<file path="src/rtl/shift_restore_if.sv">
// Request/response bundle for shift_restore: per-lane shifted result, overflow and descriptor in,
// restored operand and descriptor error out, each side with a valid/ready handshake.
interface shift_restore_if #(
   parameter int WIDTH = 4,
   parameter int SETS  = 2
);
   logic                   in_valid;
   logic                   in_ready;
   logic [SETS*WIDTH-1:0]  shifted_packed;
   logic [SETS*WIDTH-1:0]  overflow_packed;
   logic [SETS*WIDTH-1:0]  shift_packed;
   logic                   out_valid;
   logic                   out_ready;
   logic [SETS*WIDTH-1:0]  restored_packed;
   logic [SETS-1:0]        err_packed;

   modport master (
      output in_valid, shifted_packed, overflow_packed, shift_packed, out_ready,
      input  in_ready, out_valid, restored_packed, err_packed
   );

   modport slave (
      input  in_valid, shifted_packed, overflow_packed, shift_packed, out_ready,
      output in_ready, out_valid, restored_packed, err_packed
   );
endinterface

</file>
<file path="src/rtl/shift_restore.sv">
// Undo of the packed lane shifter: rebuilds each lane's pre-shift operand from its shifted
// result, overflow word and descriptor, moving one bit position per clock per lane.
module shift_restore #(
   parameter int WIDTH = 4,
   parameter int SETS  = 2
) (
   input logic            clk,
   input logic            rst,
   shift_restore_if.slave bus
);
   if (WIDTH < 2) begin : g_width_check
      $error("shift_restore: WIDTH must be >= 2");
   end

   typedef enum logic [1:0] {IDLE, SHIFT, MERGE, DONE} state_t;

   localparam logic [WIDTH-1:0] ONES     = '1;
   localparam logic [WIDTH-1:0] ONE      = WIDTH'(1);
   localparam logic [WIDTH-1:0] WLIM     = WIDTH'(WIDTH);
   localparam logic [WIDTH-1:0] AMT_MASK = ~(ONES << (WIDTH-2));

   state_t state_q, state_d;

   logic [2*WIDTH-1:0]    work_q [SETS];
   logic [WIDTH-1:0]      cnt_q  [SETS];
   logic [WIDTH-1:0]      amt_q  [SETS];
   logic [WIDTH-1:0]      ovf_q  [SETS];
   logic [SETS-1:0]       dir_q, err_q;
   logic [SETS*WIDTH-1:0] restored_q;
   logic [SETS-1:0]       err_out_q;

   logic [WIDTH-1:0]      amt_in [SETS];
   logic [SETS-1:0]       dir_in, err_in;
   logic                  busy;
   logic [SETS*WIDTH-1:0] merged;
   logic                  in_ready_c, out_valid_c;

   // Descriptor decode: amount sits above the direction bit, fill bit is masked off.
   always_comb begin
      dir_in = '0;
      err_in = '0;
      busy   = 1'b0;
      for (int unsigned i = 0; i < SETS; i++) begin
         amt_in[i] = (bus.shift_packed[i*WIDTH +: WIDTH] >> 1) & AMT_MASK;
         dir_in[i] = bus.shift_packed[i*WIDTH];
         err_in[i] = (amt_in[i] >= WLIM);
         if (cnt_q[i] != '0) busy = 1'b1;
      end
   end

   // Right lanes recover their low bits from the overflow word; vacated fill bits were shifted out.
   always_comb begin
      merged = '0;
      for (int unsigned i = 0; i < SETS; i++) begin
         if (err_q[i])
            merged[i*WIDTH +: WIDTH] = '0;
         else if (dir_q[i])
            merged[i*WIDTH +: WIDTH] = work_q[i][WIDTH-1:0] | (ovf_q[i] & ~(ONES << amt_q[i]));
         else
            merged[i*WIDTH +: WIDTH] = work_q[i][WIDTH-1:0];
      end
   end

   always_comb begin
      state_d     = state_q;
      in_ready_c  = 1'b0;
      out_valid_c = 1'b0;
      case (state_q)
         IDLE: begin
            in_ready_c = 1'b1;
            if (bus.in_valid) state_d = SHIFT;
         end
         SHIFT: if (!busy) state_d = MERGE;
         MERGE: state_d = DONE;
         DONE: begin
            out_valid_c = 1'b1;
            if (bus.out_ready) state_d = IDLE;
         end
         default: state_d = IDLE;
      endcase
   end

   always_ff @(posedge clk or posedge rst) begin
      if (rst) begin
         state_q    <= IDLE;
         dir_q      <= '0;
         err_q      <= '0;
         restored_q <= '0;
         err_out_q  <= '0;
         for (int unsigned i = 0; i < SETS; i++) begin
            work_q[i] <= '0;
            cnt_q[i]  <= '0;
            amt_q[i]  <= '0;
            ovf_q[i]  <= '0;
         end
      end else begin
         state_q <= state_d;
         case (state_q)
            IDLE: if (bus.in_valid) begin
               dir_q <= dir_in;
               err_q <= err_in;
               for (int unsigned i = 0; i < SETS; i++) begin
                  amt_q[i] <= amt_in[i];
                  ovf_q[i] <= bus.overflow_packed[i*WIDTH +: WIDTH];
                  cnt_q[i] <= err_in[i] ? '0 : amt_in[i];
                  if (dir_in[i])
                     work_q[i] <= {{WIDTH{1'b0}}, bus.shifted_packed[i*WIDTH +: WIDTH]};
                  else
                     work_q[i] <= {bus.overflow_packed[i*WIDTH +: WIDTH],
                                   bus.shifted_packed[i*WIDTH +: WIDTH]};
               end
            end
            SHIFT: begin
               for (int unsigned i = 0; i < SETS; i++) begin
                  if (cnt_q[i] != '0) begin
                     cnt_q[i] <= cnt_q[i] - ONE;
                     if (dir_q[i])
                        work_q[i] <= {{WIDTH{1'b0}}, work_q[i][WIDTH-2:0], 1'b0};
                     else
                        work_q[i] <= work_q[i] >> 1;
                  end
               end
            end
            MERGE: begin
               restored_q <= merged;
               err_out_q  <= err_q;
            end
            default: ;
         endcase
      end
   end

   assign bus.in_ready        = in_ready_c;
   assign bus.out_valid       = out_valid_c;
   assign bus.restored_packed = restored_q;
   assign bus.err_packed      = err_out_q;
endmodule
</file>
<file path="src/flat_wrapper.sv">
// flat-port wrapper written by rule: the top's interface ports become plain ports
module shift_restore_flat 
#(
   parameter int WIDTH = 4,
   parameter int SETS  = 2
)
  (clk, rst, bus_in_valid, bus_shifted_packed, bus_overflow_packed, bus_shift_packed, bus_out_ready, bus_in_ready, bus_out_valid, bus_restored_packed, bus_err_packed);
  shift_restore_if #(.WIDTH(WIDTH), .SETS(SETS)) bus_i ();
  input logic clk;
  input logic rst;
  input wire logic [$bits(bus_i.in_valid)-1:0] bus_in_valid;
  input wire logic [$bits(bus_i.shifted_packed)-1:0] bus_shifted_packed;
  input wire logic [$bits(bus_i.overflow_packed)-1:0] bus_overflow_packed;
  input wire logic [$bits(bus_i.shift_packed)-1:0] bus_shift_packed;
  input wire logic [$bits(bus_i.out_ready)-1:0] bus_out_ready;
  output wire logic [$bits(bus_i.in_ready)-1:0] bus_in_ready;
  output wire logic [$bits(bus_i.out_valid)-1:0] bus_out_valid;
  output wire logic [$bits(bus_i.restored_packed)-1:0] bus_restored_packed;
  output wire logic [$bits(bus_i.err_packed)-1:0] bus_err_packed;
  assign bus_i.in_valid = bus_in_valid;
  assign bus_i.shifted_packed = bus_shifted_packed;
  assign bus_i.overflow_packed = bus_overflow_packed;
  assign bus_i.shift_packed = bus_shift_packed;
  assign bus_i.out_ready = bus_out_ready;
  assign bus_in_ready = bus_i.in_ready;
  assign bus_out_valid = bus_i.out_valid;
  assign bus_restored_packed = bus_i.restored_packed;
  assign bus_err_packed = bus_i.err_packed;
  shift_restore #(.WIDTH(WIDTH), .SETS(SETS)) u_core (.clk(clk), .rst(rst), .bus(bus_i));
endmodule
</file>
<file path="config.mk">
export PLATFORM = sky130hd
export DESIGN_NAME = shift_restore_flat
export DESIGN_NICKNAME = d
export VERILOG_FILES = /design/src/rtl/shift_restore_if.sv /design/src/rtl/shift_restore.sv /design/src/flat_wrapper.sv
export SDC_FILE = /design/constraint.sdc
export NUM_CORES = 1
export LEC_CHECK = 0
export CAP_MARGIN = 10
export CORE_ASPECT_RATIO = 0.9
export CORE_UTILIZATION = 35
export DETAILED_ROUTE_END_ITERATION = 10
export PLACE_DENSITY = 0.63
export SLEW_MARGIN = 20
export SYNTH_ARGS = -nofsm -noshare
export SYNTH_HDL_FRONTEND = slang
export SYNTH_SLANG_ARGS = --single-unit
export TNS_END_PERCENT = 10
</file>
<file path="constraint.sdc">
create_clock -name clk -period 4 [get_ports clk]
set_clock_uncertainty 0.15 [all_clocks]
set_input_delay 0.8 -clock clk [delete_from_list [all_inputs] [get_ports clk]]
set_output_delay 0.8 -clock clk [all_outputs]
set_load 0.02 [all_outputs]
</file>
Word level (Yosys, flattened, before mapping)

Index checks and enable logic that the tools add are counted.

Bits in registers: 52
Bits in latches: 0
Bits in writable memories: 0
ROM bits: 0
Output and inout port bits: 12
Word-level logic and storage cells: 67
Memories kept: 0

Add/sub/neg operators: 2
Multipliers: 0
Divide/modulo/power cells: 0
Magnitude comparators: 2
Eq/ne operators: 8
Shift-type cells: 2
Muxes and demuxes: 26
Bitwise logic cells: 6
Reductions and logical operators: 8

Operators with widths:

| cell                                                   | count |
|---|---|
| two-way mux 8 bit                                      | 5 |
| one-hot mux 16 bit (2 select lines)                    | 1 |
| two-way mux 4 bit                                      | 6 |
| two-way mux 16 bit                                     | 1 |
| one-hot mux 8 bit (2 select lines)                     | 1 |
| two-way mux 7 bit                                      | 2 |
| two-way mux 2 bit                                      | 5 |
| AND reduction 3 bit                                    | 3 |
| bitwise AND 4 bit                                      | 2 |
| NOT 4 bit                                              | 2 |
| OR 4 bit                                               | 2 |
| one-hot mux 2 bit (4 select lines)                     | 1 |
| nonzero test 4 bit                                     | 2 |
| left shift 4 x 2 -> 4 bit (first input constant)       | 2 |
| subtractor 4 x 1 -> 4 bit (second input constant)      | 2 |
| >= comparator 2 x 3 -> 1 bit (second input constant)   | 2 |
| inequality test 2 bit (second input constant)          | 3 |
| equality test 2 bit (second input constant)            | 2 |
| two-way mux 1 bit                                      | 4 |
| inequality test 2 x 1 -> 1 bit (second input constant) | 2 |
| equality test 2 x 1 -> 1 bit (second input constant)   | 1 |
| logical NOT 2 bit                                      | 1 |
| AND reduction 2 bit                                    | 1 |
| nonzero test 2 bit                                     | 1 |

Longest topological paths before layout

Word-level depth: 6
Mapped depth: 8

Least setup slack after synthesis

No wires, ideal clock.

Kind: register -> register
Start point: register u_core.state_q[0]
End point: register u_core.cnt_q[4] in the netlist's numbering
Library setup time: 83 ps
Arrival time: 1701 ps
Path slack: 2067 ps
Stages on the path, launching flop included: 8
Cells stage by stage: dfrtp_1 inv_1 ha_1 mux2i_1 a31o_2 buf_2 a21oi_1 o21ai_0

Longest elaborated chain between the ends: 3
Elaborated cells between the ends (all ways): 7

RTL lines:

| what                                                                    | RTL line             | text |
|---|---|---|
| from (decl)                                                             | shift_restore.sv:22  | `state_t state_q, state_d;` |
| from (signal assigned)                                                  | shift_restore.sv:97  | `state_q <= state_d;` |
| equality test 2 x 1 -> 1 bit or logical NOT 2 bit (tied branches)       | shift_restore.sv:98  | `case (state_q)` |
| inequality test 2 x 1 -> 1 bit (no source line) (tied with other cells) | --                   |  |
| AND reduction 3 bit (no source line)                                    | --                   |  |
| to (signal, indexed assignment)                                         | shift_restore.sv:105 | `cnt_q[i] <= err_in[i] ? '0 : amt_in[i];` |
| to (signal, indexed assignment)                                         | shift_restore.sv:116 | `cnt_q[i] <= cnt_q[i] - ONE;` |
| to (decl)                                                               | shift_restore.sv:25  | `logic [WIDTH-1:0] cnt_q [SETS];` |

Parallel ways exist; a longest one is shown, timed or not.
A chain may end at the register's enable or synchronous reset.

Worst setup path after layout

Start point: register u_core.state_q[0]
End point: output bus_in_ready

Longest elaborated chain between the ends: 2

RTL lines:

| what              | RTL line            | text |
|---|---|---|
| logical NOT 2 bit | shift_restore.sv:68 | `case (state_q)` |
| two-way mux 1 bit | shift_restore.sv:68 |  |
| to (decl)         | flat_wrapper.sv:16  | `output wire logic [$bits(bus_i.in_ready)-1:0] bus_in_ready;` |

No other way between the ends.

==> results.yml <==
synth:
  synth_simple_gate_area_share: 0.113
  netlist-cell-type-count: 31
  synth_seq_area_share: 0.521
  main_combinational_cell_family_by_area_after_synthesis: "compound AO/OA/AOI/OAI gates"
  post_synth_fa_ha_maj_area_fraction: 0.0396
  synthXorXnorAreaFrac: 0
  synth_register_bits: 46
  share_of_the_synthesized_area_in_compound_gates_ao_oa_aoi_oai: 0.157
  yosysWarnings: 0
  syn_inst: 217
  netlist_area_mm2: 0.00221
  post_synthesis_mux_area_share: 0.119
  post_synth.cell_area_avg_um2: 10.2
setup_path:
  reg2reg_from: "u_core.state_q[1]"
  launch_point_of_the_worst_path: "u_core.state_q[0]"
  critPathKind: "reg2out"
  worstPathArrival_ns: 1.70
  worstPathMaxFanout: 5
  crit_path_end_kind: "output pin"
  timing.critical_path.required_ns: 3.05
  setup.worst_path.start_class: "flip-flop"
final_layout:
  layout-drive-gt1-share: 0.108
  antennaDiodeCount: 0
  footprint_of_the_flip_flops_and_latches_mm2: 0.00115
  mostFrequentLayoutCells: "46 x sky130_fd_sc_hd__dfrtp_1, 35 x sky130_fd_sc_hd__clkdlybuf4s50_1, 25 x sky130_fd_sc_hd__nand2_1, 23 x sky130_fd_sc_hd__o21ai_0, 22 x sky130_fd_sc_hd__nor2_1"
  n_fill_cell: 595
  synthToLayoutAreaGrowth_pct: 22.9
  multiInputGateArea_um2: 955
  num-nets-final: 284
  layout_commonest_cell: "sky130_fd_sc_hd__dfrtp_1"
floorplanning:
  die_area_mm2: 0.00664
  placement_rows: 27
  start_util: 0.361
  dieHeight_um: 77.4
  core_area_mm2: 0.00611
  ios: 40
  die-width_um: 85.8
clock_tree:
  cts_inserted_buffers: 5
  numClockSinks: 46
  root_buffer: "sky130_fd_sc_hd__clkbuf_8"
  cts.clk_slew.worst_paths_ns: 0.08
  htreeDepth: 2
  clk_latency_ns: 0.30
  clk_path_buf_depth: 2
  postCtsHoldBufs: 0
  cts_tree: "done"
  post_cts_resized: 0
  post_cts.repair.setup_buffers: 0
sta:
  setup_repair_after_global_routing_missed_its_margin: "no"
  finalCritPeriodShare: 0.663
  clock.fmax_mhz: 377
  finalSetupViolCount: 0
  final_period_demand_of_the_worst_path_ns: 2.65
  max_slew_margin: 0.393
  fin_setup_tns_ns: 0
  slew_worst_pin_ns: 0.905
  slew_viol_final: 0
  final-hold-violation-count: 0
global_route:
  grt_first_pass_wirelength_um: 7200
  pin_count_of_the_biggest_net_entering_global_routing: 30
  overflow: 0
  via_count_of_the_first_global_routing_pass: 1476
  antenna_found_initial: 0
  track_usage: 0.140
pwr:
  power_mw: 2.14
  leakage_nw: 1.17
  vdd_ir_drop_max_v: 0.000226
  cellPowerDensity_mw_per_mm2: 789
route:
  detail_route.drc_violations: 0
  dr_total_vias: 1647
  finalWirelength_um: 4360
  route.antenna.remaining_nets: 0
  detail_route.first_pass.iterations: 5
  drt-wirelength-per-cell_um: 12.9
  vias_per_cell: 4.89
  drt_first_iter_violations: 93
run_status:
  outcome: "finished clean"
placed_design:
  port_buffers: 35
  hpwl_um: 3140
  gp_congestion: 0.733
hold_path:
  hold_start: "u_core.work_q[7]"
  holdCritPathClass: "reg2reg"
job:
  max_cap_check_violation_count: 0
state kept, by name (all words and copies together) (netlist names):
name,count
u_core.cnt_q,8
u_core.work_q,16
u_core.state_q,2
u_core.ovf_q,6
u_core.dir_q,2
u_core.amt_q,4
u_core.bus.restored_packed,8
synthesized netlist by cell type (all sizes together):
library cell  count  area, um^2
mux2             15         173
conb              1        3.75
o211ai            4        30.0
dfrtp            46        1150
nand3             3        15.0
nor3              2        10.0
mux2i             9        90.1
ha                7        87.6
nand2            25        93.8
a31oi             4        25.0
a41oi             2        17.5
buf               7        40.0
o21ai            24         120
inv              12        45.0
nor2b             2        12.5
or3               1        6.26
a31o              1        8.76
a221o             1        10.0
nand4b            2        17.5
a221oi            5        43.8
nor3b             1        12.5
clkbuf            6        22.5
a211oi            1        7.51
a21oi            10        53.8
nor2             22        82.6
a22oi             3        22.5
a21o              1        7.51
worst max-delay path, stage by stage (launching register included):
cell                              delay [ns]
sky130_fd_sc_hd__dfrtp_1                0.41
sky130_fd_sc_hd__inv_1                  0.11
sky130_fd_sc_hd__ha_1                   0.26
sky130_fd_sc_hd__clkdlybuf4s50_1        0.63
cell families (layout without fill, tap and decap cells):
group,Yosys count,after routing
simple gates,58,58
compound gates,56,56
flops,46,46
buf+inv,25,57
mux,24,24
fa+ha+maj,7,7
other cells,1,2
metrics by stage:
step / setup slack [ns] / hold slack, ns / instance area, um^2 / instances / util
4_1_cts: 1.34 / 0.330 / 2720 / 337 / 0.444
3_3_place_gp: 1.41 / 0.305 / 2630 / 329 / 0.429
6_report: 1.35 / 0.331 / 2720 / 337 / 0.444
2_1_floorplan: 1.96 / 0.290 / 2210 / 218 / -
5_1_grt: 1.20 / 0.355 / 2720 / 337 / 0.444
3_5_place_dp: 1.38 / 0.312 / 2630 / 329 / 0.429
worst paths after layout:
check,slack (ns),endpoint,depth (start not counted)
hold reg to reg,0.33,u_core.work_q[7],2
max in group asynchronous,2.23,u_core.work_q[12],3
min in group asynchronous,0.75,u_core.bus.restored_packed[2],2
hold / removal,0.33,u_core.work_q[7],2
setup / recovery,1.35,bus_in_ready,3
setup reg to reg,1.74,u_core.cnt_q[4],7
power by group:
group / switching [mW] / internal [mW] / total (mW)
Clock: 0.150 / 0.139 / 0.289
Sequential: 0.171 / 0.693 / 0.863
Combinational: 0.538 / 0.451 / 0.990
per-layer routing:
metal  track usage  vias up  share of wire
li1              -      826              -
met1         0.197      771           0.50
met2         0.204       44           0.44
met3        0.0362        6          0.047
met4        0.0550        0          0.015
met5             0        -              0
layout make-up:
cell class                      count  area share
Sequential cell                    46       0.424
Inverter                           12      0.0166
Clock inverter                      1     0.00184
Clock buffer                        7      0.0318
Tap cell                           87      0.0401
Timing Repair Buffer               37       0.134
Multi-Input combinational cell    147       0.351
No activity file was read; power rests on OpenSTA's default activity.
